### src/rtl/passive_alarm_pkg.sv
// passive_alarm_pkg
//   Shared definitions for the passive alarm sequencer:
//   - alarm_state_t : FSM state type and its fixed encodings
//   - DEF_*         : default delay / beep constants
//   - ALARM_CNT_W   : width of the optional alarm event counter
//   - max3          : helper used to size the shared delay counter
package passive_alarm_pkg;

  typedef enum logic [2:0] {
    ST_DISARMED    = 3'd0,
    ST_ARM_DELAY   = 3'd1,
    ST_ARMED       = 3'd2,
    ST_ENTRY_DELAY = 3'd3,
    ST_ALARM       = 3'd4
  } alarm_state_t;

  localparam int DEF_ARM_DELAY_CYC   = 16;
  localparam int DEF_ENTRY_DELAY_CYC = 8;
  localparam int DEF_ALARM_CYC       = 32;
  localparam int DEF_BEEP_HALF       = 2;

  localparam int ALARM_CNT_W = 4;

  function automatic int max3(input int a, input int b, input int c);
    int m;
    m = a;
    if (b > m) m = b;
    if (c > m) m = c;
    return m;
  endfunction

endpackage

### src/rtl/passive_alarm_ctrl_beep_gen.sv
// beep_gen
//   Square-wave tone generator. bcnt counts modulo BEEP_HALF and tone
//   toggles each time bcnt wraps, giving a period of 2*BEEP_HALF cycles.
//   A synchronous clear restarts the waveform low with bcnt at zero.
// Ports:
//   clk        in  system clock
//   reset      in  asynchronous active-high reset
//   i_clr      in  restart the waveform at this edge
//   o_tone_nxt out value tone takes at the coming edge, so a downstream
//                  register can follow tone without an extra cycle of lag
module beep_gen #(
  parameter int BEEP_HALF = 2
) (
  input  logic clk,
  input  logic reset,
  input  logic i_clr,
  output logic o_tone_nxt
);

  localparam int BW = (BEEP_HALF > 1) ? $clog2(BEEP_HALF) : 1;

  logic [BW-1:0] r_bcnt;
  logic [BW-1:0] w_bcnt_nxt;
  logic          r_tone;
  logic          w_tone_nxt;

  always_comb begin
    w_bcnt_nxt = r_bcnt;
    w_tone_nxt = r_tone;
    if (i_clr) begin
      w_bcnt_nxt = '0;
      w_tone_nxt = 1'b0;
    end else if (r_bcnt == BW'(BEEP_HALF - 1)) begin
      w_bcnt_nxt = '0;
      w_tone_nxt = ~r_tone;
    end else begin
      w_bcnt_nxt = r_bcnt + BW'(1);
    end
  end

  always_ff @(posedge clk or posedge reset) begin
    if (reset) begin
      r_bcnt <= '0;
      r_tone <= 1'b0;
    end else begin
      r_bcnt <= w_bcnt_nxt;
      r_tone <= w_tone_nxt;
    end
  end

  assign o_tone_nxt = w_tone_nxt;

endmodule

### src/rtl/passive_alarm_ctrl.sv
// passive_alarm_ctrl
//   Alarm sequencer downstream of the passive security block. Runs a timed
//   DISARMED -> ARM_DELAY -> ARMED -> ENTRY_DELAY -> ALARM state machine and
//   drives siren, buzzer and armed indicator, all registered from the next
//   state so they change on the same edge as the state.
// Ports:
//   clk              in   system clock (rising edge)
//   reset            in   asynchronous active-high reset
//   PassiveSignal_s  in   arm request level
//   PassiveSignal_b  in   warning-tone request level
//   OpenDoorSign     in   door open
//   IgnitionSignalOn in   valid key / ignition, disarms from any state
//   Siren            out  high only in ALARM
//   Buzzer           out  tone in ENTRY_DELAY, tone & PassiveSignal_b in
//                         DISARMED, otherwise low
//   ArmedLed         out  high in ARMED, ENTRY_DELAY and ALARM
//   AlarmState       out  current state encoding
//   AlarmCount       out  (PASSIVE_ALARM_LOG_EN only) saturating count of
//                         ENTRY_DELAY -> ALARM transitions, cleared by reset
// Build option:
//   PASSIVE_ALARM_LOG_EN adds the AlarmCount port and counter.
module passive_alarm_ctrl
  import passive_alarm_pkg::*;
#(
  parameter int ARM_DELAY_CYC   = DEF_ARM_DELAY_CYC,
  parameter int ENTRY_DELAY_CYC = DEF_ENTRY_DELAY_CYC,
  parameter int ALARM_CYC       = DEF_ALARM_CYC,
  parameter int BEEP_HALF       = DEF_BEEP_HALF
) (
  input  logic       clk,
  input  logic       reset,
  input  logic       PassiveSignal_s,
  input  logic       PassiveSignal_b,
  input  logic       OpenDoorSign,
  input  logic       IgnitionSignalOn,
  output logic       Siren,
  output logic       Buzzer,
  output logic       ArmedLed,
  output logic [2:0] AlarmState
`ifdef PASSIVE_ALARM_LOG_EN
  ,
  output logic [ALARM_CNT_W-1:0] AlarmCount
`endif
);

  localparam int MAX_DLY = max3(ARM_DELAY_CYC, ENTRY_DELAY_CYC, ALARM_CYC);
  localparam int DLY_W   = $clog2(MAX_DLY) + 1;

  localparam logic [DLY_W-1:0] LD_ARM   = DLY_W'(ARM_DELAY_CYC - 1);
  localparam logic [DLY_W-1:0] LD_ENTRY = DLY_W'(ENTRY_DELAY_CYC - 1);
  localparam logic [DLY_W-1:0] LD_ALARM = DLY_W'(ALARM_CYC - 1);

  alarm_state_t     r_state;
  alarm_state_t     w_state_nxt;
  logic [DLY_W-1:0] r_dly;
  logic [DLY_W-1:0] w_dly_nxt;
  logic             r_door_q;
  logic             w_door_rise;
  logic             w_state_chg;
  logic             w_tone_nxt;
  logic             r_siren;
  logic             r_buzzer;
  logic             r_armed;

  assign w_door_rise = OpenDoorSign & ~r_door_q;
  assign w_state_chg = (w_state_nxt != r_state);

  // Tone restarts from a known phase whenever the state changes, so the
  // entry-delay beep always begins low on the entry edge.
  beep_gen #(
    .BEEP_HALF (BEEP_HALF)
  ) u_beep (
    .clk        (clk),
    .reset      (reset),
    .i_clr      (w_state_chg),
    .o_tone_nxt (w_tone_nxt)
  );

  // Next-state and delay-counter logic. Each timed state loads N-1 on entry
  // and leaves when the counter reads zero, giving an N-cycle dwell.
  always_comb begin
    w_state_nxt = r_state;
    w_dly_nxt   = r_dly;
    case (r_state)
      ST_DISARMED: begin
        if (PassiveSignal_s && !IgnitionSignalOn && !OpenDoorSign) begin
          w_state_nxt = ST_ARM_DELAY;
          w_dly_nxt   = LD_ARM;
        end
      end
      ST_ARM_DELAY: begin
        if (IgnitionSignalOn || !PassiveSignal_s) begin
          w_state_nxt = ST_DISARMED;
          w_dly_nxt   = '0;
        end else if (OpenDoorSign) begin
          // An open door holds off arming; the full delay restarts.
          w_dly_nxt = LD_ARM;
        end else if (r_dly == '0) begin
          w_state_nxt = ST_ARMED;
        end else begin
          w_dly_nxt = r_dly - DLY_W'(1);
        end
      end
      ST_ARMED: begin
        if (IgnitionSignalOn) begin
          w_state_nxt = ST_DISARMED;
          w_dly_nxt   = '0;
        end else if (w_door_rise) begin
          w_state_nxt = ST_ENTRY_DELAY;
          w_dly_nxt   = LD_ENTRY;
        end
      end
      ST_ENTRY_DELAY: begin
        if (IgnitionSignalOn) begin
          w_state_nxt = ST_DISARMED;
          w_dly_nxt   = '0;
        end else if (r_dly == '0) begin
          w_state_nxt = ST_ALARM;
          w_dly_nxt   = LD_ALARM;
        end else begin
          w_dly_nxt = r_dly - DLY_W'(1);
        end
      end
      ST_ALARM: begin
        if (IgnitionSignalOn) begin
          w_state_nxt = ST_DISARMED;
          w_dly_nxt   = '0;
        end else if (r_dly == '0) begin
          // Back to ARMED; only a fresh door rising edge re-triggers.
          w_state_nxt = ST_ARMED;
        end else begin
          w_dly_nxt = r_dly - DLY_W'(1);
        end
      end
      default: begin
        w_state_nxt = ST_DISARMED;
        w_dly_nxt   = '0;
      end
    endcase
  end

  // State, counter, door history and outputs, all decoded from next state.
  always_ff @(posedge clk or posedge reset) begin
    if (reset) begin
      r_state  <= ST_DISARMED;
      r_dly    <= '0;
      r_door_q <= 1'b0;
      r_siren  <= 1'b0;
      r_buzzer <= 1'b0;
      r_armed  <= 1'b0;
    end else begin
      r_state  <= w_state_nxt;
      r_dly    <= w_dly_nxt;
      r_door_q <= OpenDoorSign;
      r_siren  <= (w_state_nxt == ST_ALARM);
      r_armed  <= (w_state_nxt == ST_ARMED) ||
                  (w_state_nxt == ST_ENTRY_DELAY) ||
                  (w_state_nxt == ST_ALARM);
      case (w_state_nxt)
        ST_ENTRY_DELAY: r_buzzer <= w_tone_nxt;
        ST_DISARMED:    r_buzzer <= w_tone_nxt & PassiveSignal_b;
        default:        r_buzzer <= 1'b0;
      endcase
    end
  end

`ifdef PASSIVE_ALARM_LOG_EN
  logic [ALARM_CNT_W-1:0] r_alarm_cnt;

  // Saturating log of alarms that actually sounded; disarm leaves it alone.
  always_ff @(posedge clk or posedge reset) begin
    if (reset) begin
      r_alarm_cnt <= '0;
    end else if ((r_state == ST_ENTRY_DELAY) && (w_state_nxt == ST_ALARM) &&
                 (r_alarm_cnt != '1)) begin
      r_alarm_cnt <= r_alarm_cnt + ALARM_CNT_W'(1);
    end
  end

  assign AlarmCount = r_alarm_cnt;
`endif

  assign Siren      = r_siren;
  assign Buzzer     = r_buzzer;
  assign ArmedLed   = r_armed;
  assign AlarmState = r_state;

endmodule

### config.mk
export PLATFORM = sky130hd
export DESIGN_NAME = passive_alarm_ctrl
export DESIGN_NICKNAME = d
export VERILOG_FILES = /design/src/rtl/passive_alarm_pkg.sv /design/src/rtl/passive_alarm_ctrl_beep_gen.sv /design/src/rtl/passive_alarm_ctrl.sv
export SDC_FILE = /design/constraint.sdc
export NUM_CORES = 1
export LEC_CHECK = 0
export ABC_AREA = 1
export CORE_UTILIZATION = 54
export DETAILED_ROUTE_END_ITERATION = 10
export PLACE_DENSITY = 0.88
export SYNTH_ARGS = -nofsm -noshare
export SYNTH_HDL_FRONTEND = slang
export SYNTH_HIERARCHICAL = 1
export SYNTH_SLANG_ARGS = --single-unit
### constraint.sdc
create_clock -name clk -period 2.65 [get_ports clk]
set_clock_uncertainty 0.2 [all_clocks]
set_input_delay 0.265 -clock clk [delete_from_list [all_inputs] [get_ports clk]]
set_output_delay 0.265 -clock clk [all_outputs]
set_load 0.05 [all_outputs]
==> results summary, run 1 <==
In this run the critical register-to-register path is launched from r_dly[0]. The capturing point of the worst reg2reg path is Buzzer. The startpoint identified for the worst hold timing path is u_beep/r_bcnt. Summed over all failing endpoints, the final setup total negative slack is 0 ns. Summed over all nets, wire length on met3 after detailed routing comes to 158 µm.

The worst register-to-register path has a depth of 16. The clock network fraction of design power came out at 0.207. The final critical delay including setup and external delays is 2.29 ns.

Across the run, the number of max-cap violations was 0. The net count after synthesis came out at 158. The Yosys step of the flow raised 6 warnings. The total DRC errors in the routed layout came out at 0. The first global-routing pass estimated 3.86 mm of wire. In this run the post-CTS setup repair buffer count came out at 0. The area enclosed by the die boundary is 2100 µm². The compound-cell area share of the yosys netlist came out at 0.0869. The H-tree level count came out at 1. The final setup slack of the worst path came out at 0.359 ns. The overall routing resource usage is 0.263.

Once layout is complete, the utilization of the core stands at 0.682. Once detailed placement completed, the half-perimeter wirelength came to 1.79 mm. TritonCTS built the clock tree. The number of antenna repair diodes came out at 0. The placer's final routability congestion estimate is 0.969.

The die is 45.8 µm wide. The synthesized netlist contains 23 unique library cells. The share of the Yosys chip area taken by registers is 0.362. The number of cells traversed by the worst hold path is 1. The cell count after synthesis came out at 149. The share of layout cells above drive strength 1 came out at 0.0915.

The area added between synthesis and finish came out at 16.0%. The placeable core region came out at 1760 µm². The global route total overflow is 0. Of the available clock period, the critical path in the final layout requires 0.864. The total I/O pin count came out at 12. For the pin with the worst max-slew slack, the measured transition is 0.519 ns. The net count of the finished layout is 174. STA classifies the critical path endpoint as a register.

The internal power component is 398 µW. The adder-cell share of the synthesized area came out at 0.0362. The static leakage power came out at 0.000613 µW. The met2 wirelength from detailed routing is 1.10 mm.

Of all nets on the critical path, the largest fanout is 10. Data on the critical path is required at its endpoint by 2.68 ns. The library cells used most frequently in the layout, excluding fill and tap cells, are sky130_fd_sc_hd__nand2_1 (36), sky130_fd_sc_hd__nor2_1 (26), sky130_fd_sc_hd__inv_1 (22), sky130_fd_sc_hd__dfrtp_1 (15), sky130_fd_sc_hd__clkdlybuf4s50_1 (11). The path class of the tightest hold or removal check is reg -> reg. The row count is 15. The hold violation total from the final report came out at 0.

The type of the setup path with the least slack is reg -> reg. The largest net degree at the start of global routing came out at 14. The number of buffers created by CTS is 3. The initial utilization of the core area, before any placement, comes to 0.588.

The initial detailed-routing violation count is 29. The run finished with clean final reports. In this run the tool buffered the top-level ports with 11 buffer cells. The via count is 1,038. The dominant combinational cell family by area after synthesis is simple AND/OR/NAND/NOR gates.

Data on the critical path arrives at its endpoint at 2.32 ns. The initial antenna violation count came to 0. Of the total power, the share spent switching nets is 0.370. The synthesized design contains 15 register bits. The via count of the first global-routing pass came out at 915. The total power divided by cell area is 524 nW/µm². Setup repair after global routing left no endpoint under its margin.

The library cell used most frequently in the layout, excluding fill and tap cells, is sky130_fd_sc_hd__nand2_1. The floorplan die height is 45.8 µm. After synthesis, the share of cell area in mux cells is 0. The terminating pin of the worst hold path is u_beep/r_bcnt.

After detailed routing, the average wire length per cell comes to 12.4 µm. The simple-gate share of the synthesized area is 0.397. The normalized max-slew margin came out at 0.653. After detailed routing, the wire length on met1 is 1.07 mm.

The highest achievable clock rate is 437 MHz. The worst setup path is launched from a register. Clock latency on the worst-skew pair, taken at its later pin, is 0.29 ns. The cell area after synthesis came out at 1040 µm². The sink count of the clock tree is 15. Of the total power, registers draw 0.463. The clock passes through at most 2 buffers. Of the total synthesized cell area, the portion taken by XOR and XNOR cells is 0.0169. The post-synthesis average cell area came out at 6.96 µm². Setup violations remaining at the end of the flow were counted as 0.

The detail route stage leaves a number of antenna-violating nets equal to 0. The setup slack of the worst register-to-register path is 0.36 ns. The final layout contains routed wiring with a total length of 2.35 mm.

The peak ir drop on the vdd network came out at 0.348 mV. Dividing the detail-routed via count by the number of cells gives 5.49. After clock tree synthesis, the repair step resized 0 gates. In this run the clock root is driven by a sky130_fd_sc_hd__clkbuf_4. The number of slew-limit violations in the final report came to 0. The net switching component of the power came out at 234 µW. The relative contribution of combinational cells to total power is 0.330. The first detailed-routing pass took 4 iterations. Routed signal wires occupy layers up through met4. Clock-pin slew was measured on the worst setup and hold paths at 0.09 ns. OpenSTA, run right after detailed placement, puts the worst setup slack at 0.213 ns.
-- cell type report --
type / count / area [µm²]
multi-input cells: 108 / 557
inverters: 25 / 93.8
repair buffers: 12 / 120
clock buffers: 4 / 26.3
well taps: 25 / 31.3
flip-flops and latches: 15 / 375
fillers: 156 / 561
-- power groups by stage --
| stage | Sequential [µW] | Clock, µW | Combinational [µW] |
|---|---|---|---|
| after floorplan | 307 | 0 | 141 |
| after global placement | 294 | 0 | 197 |
| after detailed placement | 295 | 0 | 205 |
| after CTS | 292 | 139 | 206 |
| after global routing | 296 | 146 | 231 |
| final | 292 | 131 | 208 |
-- cells in the mapped netlist, drive strengths merged --
master	n	area (µm²)
buf	1	11.3
nor2	29	121
nand2	37	141
nand4	8	50.1
dfrtp	15	375
inv	25	93.8
nand3	11	77.6
xnor2	1	8.76
xor2	1	8.76
o21ai	8	40.0
nor3	2	21.3
a21oi	5	25.0
ha	3	37.5
o22ai	3	25.0
-- worst max-delay path: stages (launching register included) --
cell                      delay [ns]
sky130_fd_sc_hd__dfrtp_1        0.40
sky130_fd_sc_hd__inv_1          0.13
sky130_fd_sc_hd__ha_1           0.23
sky130_fd_sc_hd__nand3_4        0.16
sky130_fd_sc_hd__nand2_1        0.13
sky130_fd_sc_hd__nand2_1        0.07
sky130_fd_sc_hd__nand2_2        0.08
sky130_fd_sc_hd__nand3_2        0.09
sky130_fd_sc_hd__nand2_1        0.07
sky130_fd_sc_hd__nand4_1        0.09
sky130_fd_sc_hd__inv_1          0.07
sky130_fd_sc_hd__nand2_1        0.05
sky130_fd_sc_hd__nor2_1         0.17
sky130_fd_sc_hd__nand2_1        0.08
sky130_fd_sc_hd__inv_1          0.06
sky130_fd_sc_hd__nand3_1        0.07
sky130_fd_sc_hd__nand2_1        0.08
-- metrics by stage --
stage,instances,cell area [µm²],hold WS (ns),total power [µW]
6_report,189,1200,0.266,631
5_1_grt,189,1200,0.273,673
4_1_cts,189,1200,0.264,637
3_5_place_dp,184,1170,0.250,500
3_3_place_gp,184,1170,0.244,491
2_1_floorplan,149,1040,-0.194,448
-- logic make-up after synthesis --
kind of cell               count (synthesis)
and+or+nand+nor                           87
buffers and inverters                     26
xor gates and xnor gates                   2
DFF                                       15
AOI/OAI and AO/OA                         16
adders and majority gates                  3
-- how the worst max path moves through the flow --
stage,start,to,slack (ns),depth (start not counted)
detailed placement,IgnitionSignalOn,Buzzer,0.21,16
global route,r_dly[0],Buzzer,0.18,16
CTS,r_dly[0],Buzzer,0.40,16
floorplan,AlarmState[0],Buzzer,0.45,14
finish,r_dly[0],Buzzer,0.36,16
global placement,IgnitionSignalOn,Buzzer,0.34,15
-- metal layers --
metal | vias up | track usage
li1 | 506 | -
met1 | 484 | 0.330
met2 | 44 | 0.443
met3 | 4 | 0.0754
met4 | 0 | 0.0647
met5 | - | 0
-- repair_timing --
| item | in CTS | in global routing |
|---|---|---|
| hold endpoints to repair | 2 | 0 |
| hold buffers | 1 | 0 |
| setup endpoints to repair | 0 | 0 |
-- state kept, by name, summed over array words and instances (netlist names) --
register and flops:
r_dly 6, AlarmState 3, ArmedLed 1, Buzzer 1, Siren 1, r_door_q 1
u_beep/r_bcnt 1, u_beep/r_tone 1
Power figures use the tool's default switching activity.
==> run 2, diff against run 1 <==
--- a/config.mk
+++ b/config.mk
@@ -7,6 +7,7 @@
 export LEC_CHECK = 0
 export ABC_AREA = 1
 export CORE_UTILIZATION = 54
+export CTS_CLUSTER_SIZE = 20
 export DETAILED_ROUTE_END_ITERATION = 10
 export PLACE_DENSITY = 0.88
 export SYNTH_ARGS = -nofsm -noshare
==> results of run 2 <==
Same layout as run 1: the final DEF is identical, and so are final timing and power.
